===== config.mk =====
export PLATFORM = sky130hd
export DESIGN_NAME = r_route_ctrl_flat
export DESIGN_NICKNAME = d
export VERILOG_FILES = /design/src/rtl/r_route_ctrl_pkg.sv /design/src/rtl/r_route_ctrl_if.sv /design/src/rtl/r_route_ctrl_idx_fifo.sv /design/src/rtl/r_route_ctrl.sv /design/src/flat_wrapper.sv
export SDC_FILE = /design/constraint.sdc
export NUM_CORES = 1
export LEC_CHECK = 0
export ABC_AREA = 1
export ABC_CLOCK_PERIOD_IN_PS = 5400
export CORE_MARGIN = 2
export CORE_UTILIZATION = 59
export DETAILED_ROUTE_END_ITERATION = 6
export PLACE_DENSITY = 0.87
export SLEW_MARGIN = 30
export SYNTH_ARGS = -nofsm -noshare
export SYNTH_HDL_FRONTEND = slang
export SYNTH_HIERARCHICAL = 1
export SYNTH_SLANG_ARGS = --single-unit

===== constraint.sdc =====
create_clock -name ACLK -period 5.4 [get_ports ACLK]
set_input_delay 0.54 -clock ACLK [delete_from_list [all_inputs] [get_ports ACLK]]
set_output_delay 0.54 -clock ACLK [all_outputs]
set_load 0.02 [all_outputs]

===== src/rtl/r_route_ctrl_pkg.sv =====
// Shared interconnect constants and the read-route tracker state encoding.
// Imported by the R-channel routing controller and its interface.
package r_route_ctrl_pkg;

    localparam int NUM_MASTERS = 6;
    localparam int SEL_W = 3;
    localparam logic [SEL_W-1:0] SEL_IDLE = 3'b111;

    typedef enum logic [1:0] {
        IDLE  = 2'd0,
        WAIT  = 2'd1,
        BURST = 2'd2
    } state_t;

endpackage


===== src/rtl/r_route_ctrl_if.sv =====
// AR/R routing signals between the interconnect fabric and r_route_ctrl.
// "slave" is the controller's view; "master" is the fabric driving it.
interface r_route_ctrl_if #(
    parameter int BEAT_W = 8
);
    import r_route_ctrl_pkg::*;

    logic                   ar_fire;
    logic [SEL_W-1:0]       ar_idx;
    logic                   ar_stall;
    logic                   s_rvalid;
    logic                   s_rlast;
    logic                   s_rready;
    logic [NUM_MASTERS-1:0] m_rready;
    logic [SEL_W-1:0]       r_sel;
    logic                   r_valid_o;
    logic [BEAT_W-1:0]      beat_cnt;
    logic [4:0]             outstanding;
    logic                   err_o;

    modport slave (
        input  ar_fire, ar_idx, s_rvalid, s_rlast, m_rready,
        output ar_stall, s_rready, r_sel, r_valid_o, beat_cnt, outstanding, err_o
    );

    modport master (
        output ar_fire, ar_idx, s_rvalid, s_rlast, m_rready,
        input  ar_stall, s_rready, r_sel, r_valid_o, beat_cnt, outstanding, err_o
    );

endinterface


===== src/rtl/r_route_ctrl_idx_fifo.sv =====
// FIFO of master indices for outstanding read bursts, in AR issue order.
// Head is read combinationally so routing adds no latency.
module idx_fifo #(
    parameter int DEPTH = 8,
    parameter int W     = 3
) (
    input  logic         clk,
    input  logic         rst_n,
    input  logic         push,
    input  logic [W-1:0] push_data,
    input  logic         pop,
    output logic [W-1:0] head,
    output logic [4:0]   count
);
    localparam int PTR_W = $clog2(DEPTH);

    logic [W-1:0]     mem [DEPTH];
    logic [PTR_W-1:0] wr_ptr_reg;
    logic [PTR_W-1:0] rd_ptr_reg;
    logic [4:0]       count_reg;
    logic             full;
    logic             empty;
    logic             push_ok;
    logic             pop_ok;

    assign full    = (count_reg == 5'(DEPTH));
    assign empty   = (count_reg == 5'd0);
    assign push_ok = push & ~full;
    assign pop_ok  = pop & ~empty;

    // Storage is not reset: entries are only observable when count says so.
    always_ff @(posedge clk) begin
        if (push_ok) begin
            mem[wr_ptr_reg] <= push_data;
        end
    end

    always_ff @(posedge clk or negedge rst_n) begin
        if (!rst_n) begin
            wr_ptr_reg <= '0;
            rd_ptr_reg <= '0;
            count_reg  <= '0;
        end else begin
            if (push_ok) begin
                wr_ptr_reg <= wr_ptr_reg + PTR_W'(1);
            end
            if (pop_ok) begin
                rd_ptr_reg <= rd_ptr_reg + PTR_W'(1);
            end
            case ({push_ok, pop_ok})
                2'b10:   count_reg <= count_reg + 5'd1;
                2'b01:   count_reg <= count_reg - 5'd1;
                default: count_reg <= count_reg;
            endcase
        end
    end

    assign head  = mem[rd_ptr_reg];
    assign count = count_reg;

endmodule


===== src/rtl/r_route_ctrl.sv =====
// Tracks outstanding read bursts and steers slave R beats to the owning
// master, in AR order; flags protocol violations in a sticky error bit.
module r_route_ctrl
    import r_route_ctrl_pkg::*;
#(
    parameter int DEPTH  = 8,
    parameter int BEAT_W = 8
) (
    input  logic          ACLK,
    input  logic          ARESETN,
    r_route_ctrl_if.slave bus
);

    state_t            state_reg;
    state_t            state_next;
    logic [BEAT_W-1:0] beat_cnt_reg;
    logic              err_reg;

    logic [SEL_W-1:0]  head;
    logic [4:0]        count;
    logic [4:0]        count_after;
    logic [7:0]        rready_vec;
    logic              full;
    logic              empty;
    logic              idx_ok;
    logic              push_ok;
    logic              beat_ok;
    logic              pop;
    logic              err_set;

    assign full    = (count == 5'(DEPTH));
    assign empty   = (count == 5'd0);
    assign idx_ok  = (bus.ar_idx <= SEL_W'(NUM_MASTERS - 1));
    assign push_ok = bus.ar_fire & ~full & idx_ok;

    // Padded so a head index is always in range of the ready vector.
    assign rready_vec = {{(8 - NUM_MASTERS){1'b0}}, bus.m_rready};

    assign bus.s_rready  = ~empty & rready_vec[head];
    assign bus.r_sel     = empty ? SEL_IDLE : head;
    assign bus.r_valid_o = bus.s_rvalid & ~empty;
    assign bus.ar_stall  = full;

    assign beat_ok     = bus.s_rvalid & bus.s_rready;
    assign pop         = beat_ok & bus.s_rlast;
    assign err_set     = (bus.ar_fire & (full | ~idx_ok)) | (bus.s_rvalid & empty);
    assign count_after = count + 5'(push_ok) - 5'(pop);

    idx_fifo #(
        .DEPTH (DEPTH),
        .W     (SEL_W)
    ) u_idx_fifo (
        .clk       (ACLK),
        .rst_n     (ARESETN),
        .push      (push_ok),
        .push_data (bus.ar_idx),
        .pop       (pop),
        .head      (head),
        .count     (count)
    );

    always_ff @(posedge ACLK or negedge ARESETN) begin
        if (!ARESETN) begin
            state_reg <= IDLE;
        end else begin
            state_reg <= state_next;
        end
    end

    always_comb begin
        state_next = state_reg;
        case (state_reg)
            IDLE: begin
                if (push_ok) begin
                    state_next = WAIT;
                end
            end
            WAIT, BURST: begin
                if (pop) begin
                    state_next = (count_after == 5'd0) ? IDLE : WAIT;
                end else if (beat_ok) begin
                    state_next = BURST;
                end
            end
            default: state_next = IDLE;
        endcase
    end

    always_ff @(posedge ACLK or negedge ARESETN) begin
        if (!ARESETN) begin
            beat_cnt_reg <= '0;
            err_reg      <= 1'b0;
        end else begin
            if (beat_ok) begin
                if (bus.s_rlast) begin
                    beat_cnt_reg <= '0;
                end else if (~&beat_cnt_reg) begin
                    beat_cnt_reg <= beat_cnt_reg + BEAT_W'(1);
                end
            end
            if (err_set) begin
                err_reg <= 1'b1;
            end
        end
    end

    assign bus.beat_cnt    = beat_cnt_reg;
    assign bus.outstanding = count;
    assign bus.err_o       = err_reg;

endmodule

===== src/flat_wrapper.sv =====
// flat-port wrapper written by rule: the top's interface ports become plain ports
module r_route_ctrl_flat import r_route_ctrl_pkg::*;
#(
    parameter int DEPTH  = 8,
    parameter int BEAT_W = 8
)
  (ACLK, ARESETN, bus_ar_fire, bus_ar_idx, bus_s_rvalid, bus_s_rlast, bus_m_rready, bus_ar_stall, bus_s_rready, bus_r_sel, bus_r_valid_o, bus_beat_cnt, bus_outstanding, bus_err_o);
  r_route_ctrl_if #(.BEAT_W(BEAT_W)) bus_i ();
  input  logic ACLK;
  input  logic ARESETN;
  input wire logic [$bits(bus_i.ar_fire)-1:0] bus_ar_fire;
  input wire logic [$bits(bus_i.ar_idx)-1:0] bus_ar_idx;
  input wire logic [$bits(bus_i.s_rvalid)-1:0] bus_s_rvalid;
  input wire logic [$bits(bus_i.s_rlast)-1:0] bus_s_rlast;
  input wire logic [$bits(bus_i.m_rready)-1:0] bus_m_rready;
  output wire logic [$bits(bus_i.ar_stall)-1:0] bus_ar_stall;
  output wire logic [$bits(bus_i.s_rready)-1:0] bus_s_rready;
  output wire logic [$bits(bus_i.r_sel)-1:0] bus_r_sel;
  output wire logic [$bits(bus_i.r_valid_o)-1:0] bus_r_valid_o;
  output wire logic [$bits(bus_i.beat_cnt)-1:0] bus_beat_cnt;
  output wire logic [$bits(bus_i.outstanding)-1:0] bus_outstanding;
  output wire logic [$bits(bus_i.err_o)-1:0] bus_err_o;
  assign bus_i.ar_fire = bus_ar_fire;
  assign bus_i.ar_idx = bus_ar_idx;
  assign bus_i.s_rvalid = bus_s_rvalid;
  assign bus_i.s_rlast = bus_s_rlast;
  assign bus_i.m_rready = bus_m_rready;
  assign bus_ar_stall = bus_i.ar_stall;
  assign bus_s_rready = bus_i.s_rready;
  assign bus_r_sel = bus_i.r_sel;
  assign bus_r_valid_o = bus_i.r_valid_o;
  assign bus_beat_cnt = bus_i.beat_cnt;
  assign bus_outstanding = bus_i.outstanding;
  assign bus_err_o = bus_i.err_o;
  r_route_ctrl #(.DEPTH(DEPTH), .BEAT_W(BEAT_W)) u_core (.ACLK(ACLK), .ARESETN(ARESETN), .bus(bus_i));
endmodule

* Word level (Yosys, flattened, before mapping)
Memory sizes are Yosys's and may differ from the RTL's.
Index checks and enable logic that the tools add are counted.
W data, S select, Z words.
** Storage, ports and cells
- Bits in registers :: 20
- Bits in latches :: 0
- Memory bits (writable) :: 24
- Bits in read-only memories :: 0
- Input port bits :: 14
- Output and inout bits :: 20
- Word-level logic and storage cells :: 44
- Memories :: 1
** Memories
- u_core.u_idx_fifo.mem :: depth 8, width 3, read ports 1, clocked after Yosys merged registers in 0, wr ports 1, line r_route_ctrl_idx_fifo.sv:17 : logic [W-1:0] mem [DEPTH];
** Operators by class
- Add/subtract/negate cells :: 5
- $mul :: 0
- Div/mod/pow operators :: 0
- Magnitude comparators :: 2
- Equal/unequal tests :: 4
- Shift-type cells :: 0
- Muxes and demuxes :: 8
- Bitwise operators :: 15
- Reduce and logical (&&, ||, !) cells :: 4
** Operators by type and width (number)
- $mux W8 :: 2
- $and A1 B1 Y1 :: 10
- $pmux W5 S2 :: 1
- $add A8 B1 Y8 const B :: 1
- $reduce_and A8 Y1 :: 1
- $add A3 B1 Y3 const B :: 2
- $add A5 B1 Y5 const B :: 1
- $eq A5 B4 Y1 const B :: 1
- $logic_not A5 Y1 :: 1
- $sub A5 B1 Y5 const B :: 1
- $lt A3 B4 Y1 const B :: 1
- $bmux W1 S3 :: 1
- $le A3 B3 Y1 const B :: 1
- $mux W1 :: 3
- $mux W3 :: 1
- $not A1 Y1 :: 3
- $eq A2 B1 Y1 const B :: 1
- $eq A2 B2 Y1 const B :: 1
- $ne A2 B2 Y1 const B :: 1
- $or A1 B1 Y1 :: 2
- $reduce_and A2 Y1 :: 1
- $reduce_bool A2 Y1 :: 1

* Logic depth before layout (Yosys ltp)
An unclocked memory read counts as a cell.
- Word-level depth :: 9
- Gate-level depth with buffers :: 28
- Gate-level depth less buffers :: 26

* Hierarchy
The synthesis kept the hierarchy.
** Modules (own cells, without submodules)
- idx_fifo :: times used 1, cells each 178, area an instance 1710.4 um^2, sequential area each 996.0 um^2
- r_route_ctrl :: times used 1, cells each 121, area an instance 742.0 um^2, sequential area each 225.2 um^2

* Worst setup path after synthesis
No wires, ideal clock.
- Kind :: reg2reg
- Start point :: reg u_core.u_idx_fifo.rd_ptr_reg[0]
- End point :: reg u_core.u_idx_fifo.count_reg[4], in the netlist u_core/u_idx_fifo/count[4]
- Library setup time :: 0.117 ns
- Data arrival time :: 2.919 ns
- Required time :: 5.283 ns
- Path slack :: 2.363 ns
- Cell stages (with the launch flop) :: 25
- Path buffers :: 3
- Period minus slack after synthesis :: 3.037 ns
- Path through :: dfrtp_1 > buf_6 > buf_8 > o211ai_1 > nand2_1 > nand2_1 > nand2_1 > inv_1 > nor2_1 > nor2_1 > nand3_1 > nand2_1 > buf_2 > and3_1 > nand2_2 > inv_1 > ha_1 > inv_1 > fa_1 > inv_1 > nand2_1 > nand2_1 > nand3_1 > nand3_1 > nand2_1
** On the way
- Longest elaborated chain between the ends :: 9
- Elaborated cells on any way between the ends :: 11
- Those cells by class :: 2 x eq/ne; 3 x mux; 4 x bitwise; 1 x reduce/logical; 1 x memory
** Ends and longest elaborated chain
- from (decl) :: line r_route_ctrl_idx_fifo.sv:19 : logic [PTR_W-1:0] rd_ptr_reg;
- from (signal assigned) :: line r_route_ctrl_idx_fifo.sv:48 : rd_ptr_reg <= rd_ptr_reg + PTR_W'(1);
- $mem_v2 Z8 W3 (*)
- via u_core.head[0] :: line r_route_ctrl.sv:19 : logic [SEL_W-1:0] head;
- $bmux W1 S3 (*) :: line r_route_ctrl.sv:39 : assign bus.s_rready = ~empty & rready_vec[head];
- $mux W1 (implied by the code) (*) :: line r_route_ctrl.sv:39
- $and A1 B1 Y1 (*) :: line r_route_ctrl.sv:39
- via bus_s_rready :: line flat_wrapper.sv:17 : output wire logic [$bits(bus_i.s_rready)-1:0] bus_s_rready;
- $and A1 B1 Y1 (*) :: line r_route_ctrl.sv:44 : assign beat_ok = bus.s_rvalid & bus.s_rready;
- $and A1 B1 Y1 (*) :: line r_route_ctrl.sv:45 : assign pop = beat_ok & bus.s_rlast;
- via u_core.pop :: line r_route_ctrl.sv:28 : logic pop;
- $and A1 B1 Y1 (*) :: line r_route_ctrl_idx_fifo.sv:29 : assign pop_ok = pop & ~empty;
- via u_core.u_idx_fifo.pop_ok :: line r_route_ctrl_idx_fifo.sv:24 : logic pop_ok;
- $eq A2 B1 Y1 or $eq A2 B2 Y1 (tied branches) :: line r_route_ctrl_idx_fifo.sv:50 : case ({push_ok, pop_ok})
- $pmux W5 S2 or $reduce_bool A2 Y1 (tied branches)
- to (signal assigned) :: line r_route_ctrl_idx_fifo.sv:51 : 2'b10: count_reg <= count_reg + 5'd1;
- to (signal assigned) :: line r_route_ctrl_idx_fifo.sv:52 : 2'b01: count_reg <= count_reg - 5'd1;
- to (signal assigned) :: line r_route_ctrl_idx_fifo.sv:53 : default: count_reg <= count_reg;
- to (decl) :: line r_route_ctrl_idx_fifo.sv:20 : logic [4:0] count_reg;
Mark *: on every way through the listed nets, which the timed path passes. The rest lies on a longest branch. The select of a mux whose other input is x is not followed.
A chain may end at the register's enable or synchronous reset.

* Worst setup path after layout
- Start point :: reg u_core.u_idx_fifo.rd_ptr_reg[0]
- End point :: reg u_core.u_idx_fifo.count_reg[4], in the netlist u_core/u_idx_fifo/count[4]
** On the way
- Longest elaborated chain between the ends :: 9
- Elaborated cells on any way between the ends :: 11
- Those cells by class :: 2 x eq/ne; 3 x mux; 4 x bitwise; 1 x reduce/logical; 1 x memory
** Ends and longest elaborated chain (line)
- $mem_v2 Z8 W3 (*)
- via u_core.head[0] :: r_route_ctrl.sv:19
- $bmux W1 S3 (*) :: r_route_ctrl.sv:39
- $mux W1 (implied by the code) (*) :: r_route_ctrl.sv:39
- $and A1 B1 Y1 (*) :: r_route_ctrl.sv:39
- $and A1 B1 Y1 (*) :: r_route_ctrl.sv:44
- $and A1 B1 Y1 (*) :: r_route_ctrl.sv:45
- via u_core.pop :: r_route_ctrl.sv:28
- $and A1 B1 Y1 (*) :: r_route_ctrl_idx_fifo.sv:29
- via u_core.u_idx_fifo.pop_ok :: r_route_ctrl_idx_fifo.sv:24
- $eq A2 B1 Y1 or $eq A2 B2 Y1 (tied branches) :: r_route_ctrl_idx_fifo.sv:50
- $pmux W5 S2 or $reduce_bool A2 Y1 (tied branches)
Marked as above.

==> reports/metrics.cfg <==
[logic_synthesis]
syn_inst=299
synth.area.top_cells=edfxtp_1, dfrtp_1, nand2_1
synth.area.mux_share=0
synthAdderAreaFrac=0.0439
yosysWarnings=6
ys_seq_elements=44
synth_area_per_cell_um2=8.20
ys_seq_area_frac=0.498
post-synth-top-area-cell=edfxtp_1
netlist-cell-type-count=31
yosys.area_share.simple=0.318
synthDominantCellAreaShare=0.294
synth_top_family_by_area=simple AND/OR/NAND/NOR gates
synth_compound_area_frac=0.0449
netlist_area_um2=2450
synthXorXnorAreaFrac=0.0143
syn_nets=321

[clocking]
cts_setup_buffers=0
cts_root_buf=clkbuf_8
cts_buffers=5
clock-sinks=44
cts_tree=yes
cts_max_path_buffers=2
cts.clk_slew.worst_paths_ns=0.08
h-tree-depth=2
clkLatencyLatePin_ns=0.30
cts_hold_buf=0
cts_resized=0

[timing]
min_period_ns=3.67
finalSetupTns_ns=0
skew_ns=0.00668
timing.fmax_ghz=0.273
slew_headroom=0.652
tightest_slew_ns=0.523
rsz0062_at_grt=false
timing.final.crit_share=0.679
fin_ws_ns=1.73
setup_viol=0
hold_violations=0
slew_viol_final=0

[worst_setup_path]
cp.required_ns=5.60
critical_path_class=flop to flop
end_kind=flop
ff2ff_path_depth=24
arrival_ns=3.86
path_max_fanout=17
cp-start-kind=flop

[die]
ios=34
std_cell_rows=23
die_y_um=68.5
coreArea_um2=4000
die_area_um2=4690
start_util=0.613
dieWidth_um=68.5

[global_routing]
globalRoute.totalOverflow=0
grt_pass1_wl_um=7870
grtUsageTotal=0.230
antenna_found_initial=0
grt_pass1_vias=1774
grt_max_degree=21

[cells_and_area]
largest_reg_flops=24
layout_commonest_cell=nand2_1
num-nets-final=354
areaGrowthSynthToFinish_pct=18.1
most-common-layout-cells=nand2_1, inv_1, nor2_1, clkdlybuf4s50_1, edfxtp_1
antenna_cells=0
drive_above_1_share=0.0751

[routing]
wl_per_cell_um=13.1
wirelength_um=5030
drtIter0Drc=175
vias=2002
vias_per_cell=5.23
ant_nets=0
dr.pass1.iters=4
drc=0

[min_path]
hold_path_class=input port to async pin

[place]
dp_slack_ns=1.82
hpwl_um=3630
place_congestion=0.837
port_buffers=33

[run_status]
status=completed

[power]
p_per_area_nw_per_um2=515
ir_drop_mv=0.369
leakagePower_uw=0.00136

[job]
maxCapViolCount=0

-- through the flow --
step	instances	cell area [um^2]	total power, uW	hold WS [ns]	util
6_report	383	2900	1490	0.180	0.724
5_1_grt	383	2900	1610	0.209	0.724
4_1_cts	383	2900	1500	0.535	0.725
3_5_place_dp	375	2790	1240	0.497	0.698
3_3_place_gp	375	2790	1210	0.478	0.698
2_1_floorplan	299	2450	1030	0.244	-
-- synthesized netlist by cell type --
cell and number:
nand4_1 8, fa_1 1, o21bai_1 1, o21ai_1 5
nor2_1 34, nor2_2 3, nand3_4 1, nor3_1 4
or2_2 2, nand2_4 1, nand3_2 1, xor2_1 2
xnor2_1 2, nand3_1 16, and3_1 1, buf_2 2
nand2_1 100, inv_2 2, o211ai_1 3, ha_1 7
o21ai_0 10, buf_6 2, clkbuf_1 2, dfrtp_1 20
inv_1 36, nand2_2 5, edfxtp_1 24, nor3b_1 1
buf_8 1, nand4_2 1, a21oi_1 1
-- final timing paths --
kind / slack (ns) / to / startpoint
setup / recovery: 1.73 / u_core/u_idx_fifo/count[4]$_DFFE_PN0P_ / u_core/u_idx_fifo/rd_ptr_reg[0]$_DFFE_PN0P_
hold / removal: 0.18 / u_core/bus.beat_cnt[6]$_DFFE_PN0P_ / ARESETN
setup reg to reg: 1.73 / u_core/u_idx_fifo/count[4]$_DFFE_PN0P_ / u_core/u_idx_fifo/rd_ptr_reg[0]$_DFFE_PN0P_
hold reg to reg: 0.53 / u_core/bus.err_o$_DFFE_PN0P_ / u_core/bus.err_o$_DFFE_PN0P_
max in group asynchronous: 4.90 / u_core/u_idx_fifo/wr_ptr_reg[1]$_DFFE_PN0P_ / ARESETN
min in group ACLK: 0.53 / u_core/bus.err_o$_DFFE_PN0P_ / u_core/bus.err_o$_DFFE_PN0P_
-- per-layer routing --
layer / track usage / up-vias / share of wire
li1: - / 1025 / -
met1: 0.300 / 922 / 0.45
met2: 0.374 / 48 / 0.49
met3: 0.0510 / 7 / 0.054
met4: 0.0900 / 0 / 0.013
met5: 0 / - / 0
-- report_power, final --
group | internal [uW] | switching [uW] | total [uW]
combinational | 285 | 444 | 729
sequential | 421 | 93.1 | 515
clock | 137 | 112 | 248
-- logic make-up after synthesis --
kind of cell             after synthesis
buffers and inverters                 45
XOR/XNOR                               4
adder cells (fa/ha/maj)                8
AO/OA/AOI/OAI                         20
AND/OR/NAND/NOR                      178
flip-flops                            44
-- layout make-up --
cell class	instances	area, um^2
well taps	50	62.6
fillers	313	1100
multi-input cells	210	1030
inverters	38	143
repair buffers	33	325
clock buffers	5	68.8
flip-flops and latches	44	1220
clock inverters	3	42.5
-- worst max-delay path: stages, from the launching register on --
cell and delay, ns:
dfrtp_1 0.68, inv_2 0.20, nand2_1 0.10, nand2_1 0.05
nand2_1 0.05, o21ai_0 0.10, nand2_1 0.07, nand2_1 0.08
inv_1 0.10, nor2_1 0.05, nor2_1 0.09, nand3_1 0.08
nand2_1 0.34, and3_1 0.24, nand2_2 0.10, inv_1 0.10
ha_1 0.26, inv_1 0.10, fa_1 0.36, inv_1 0.08
nand2_1 0.06, nand2_1 0.08, nand3_1 0.08, nand3_1 0.08
nand2_1 0.05
No activity file was read; power rests on OpenSTA's default activity.
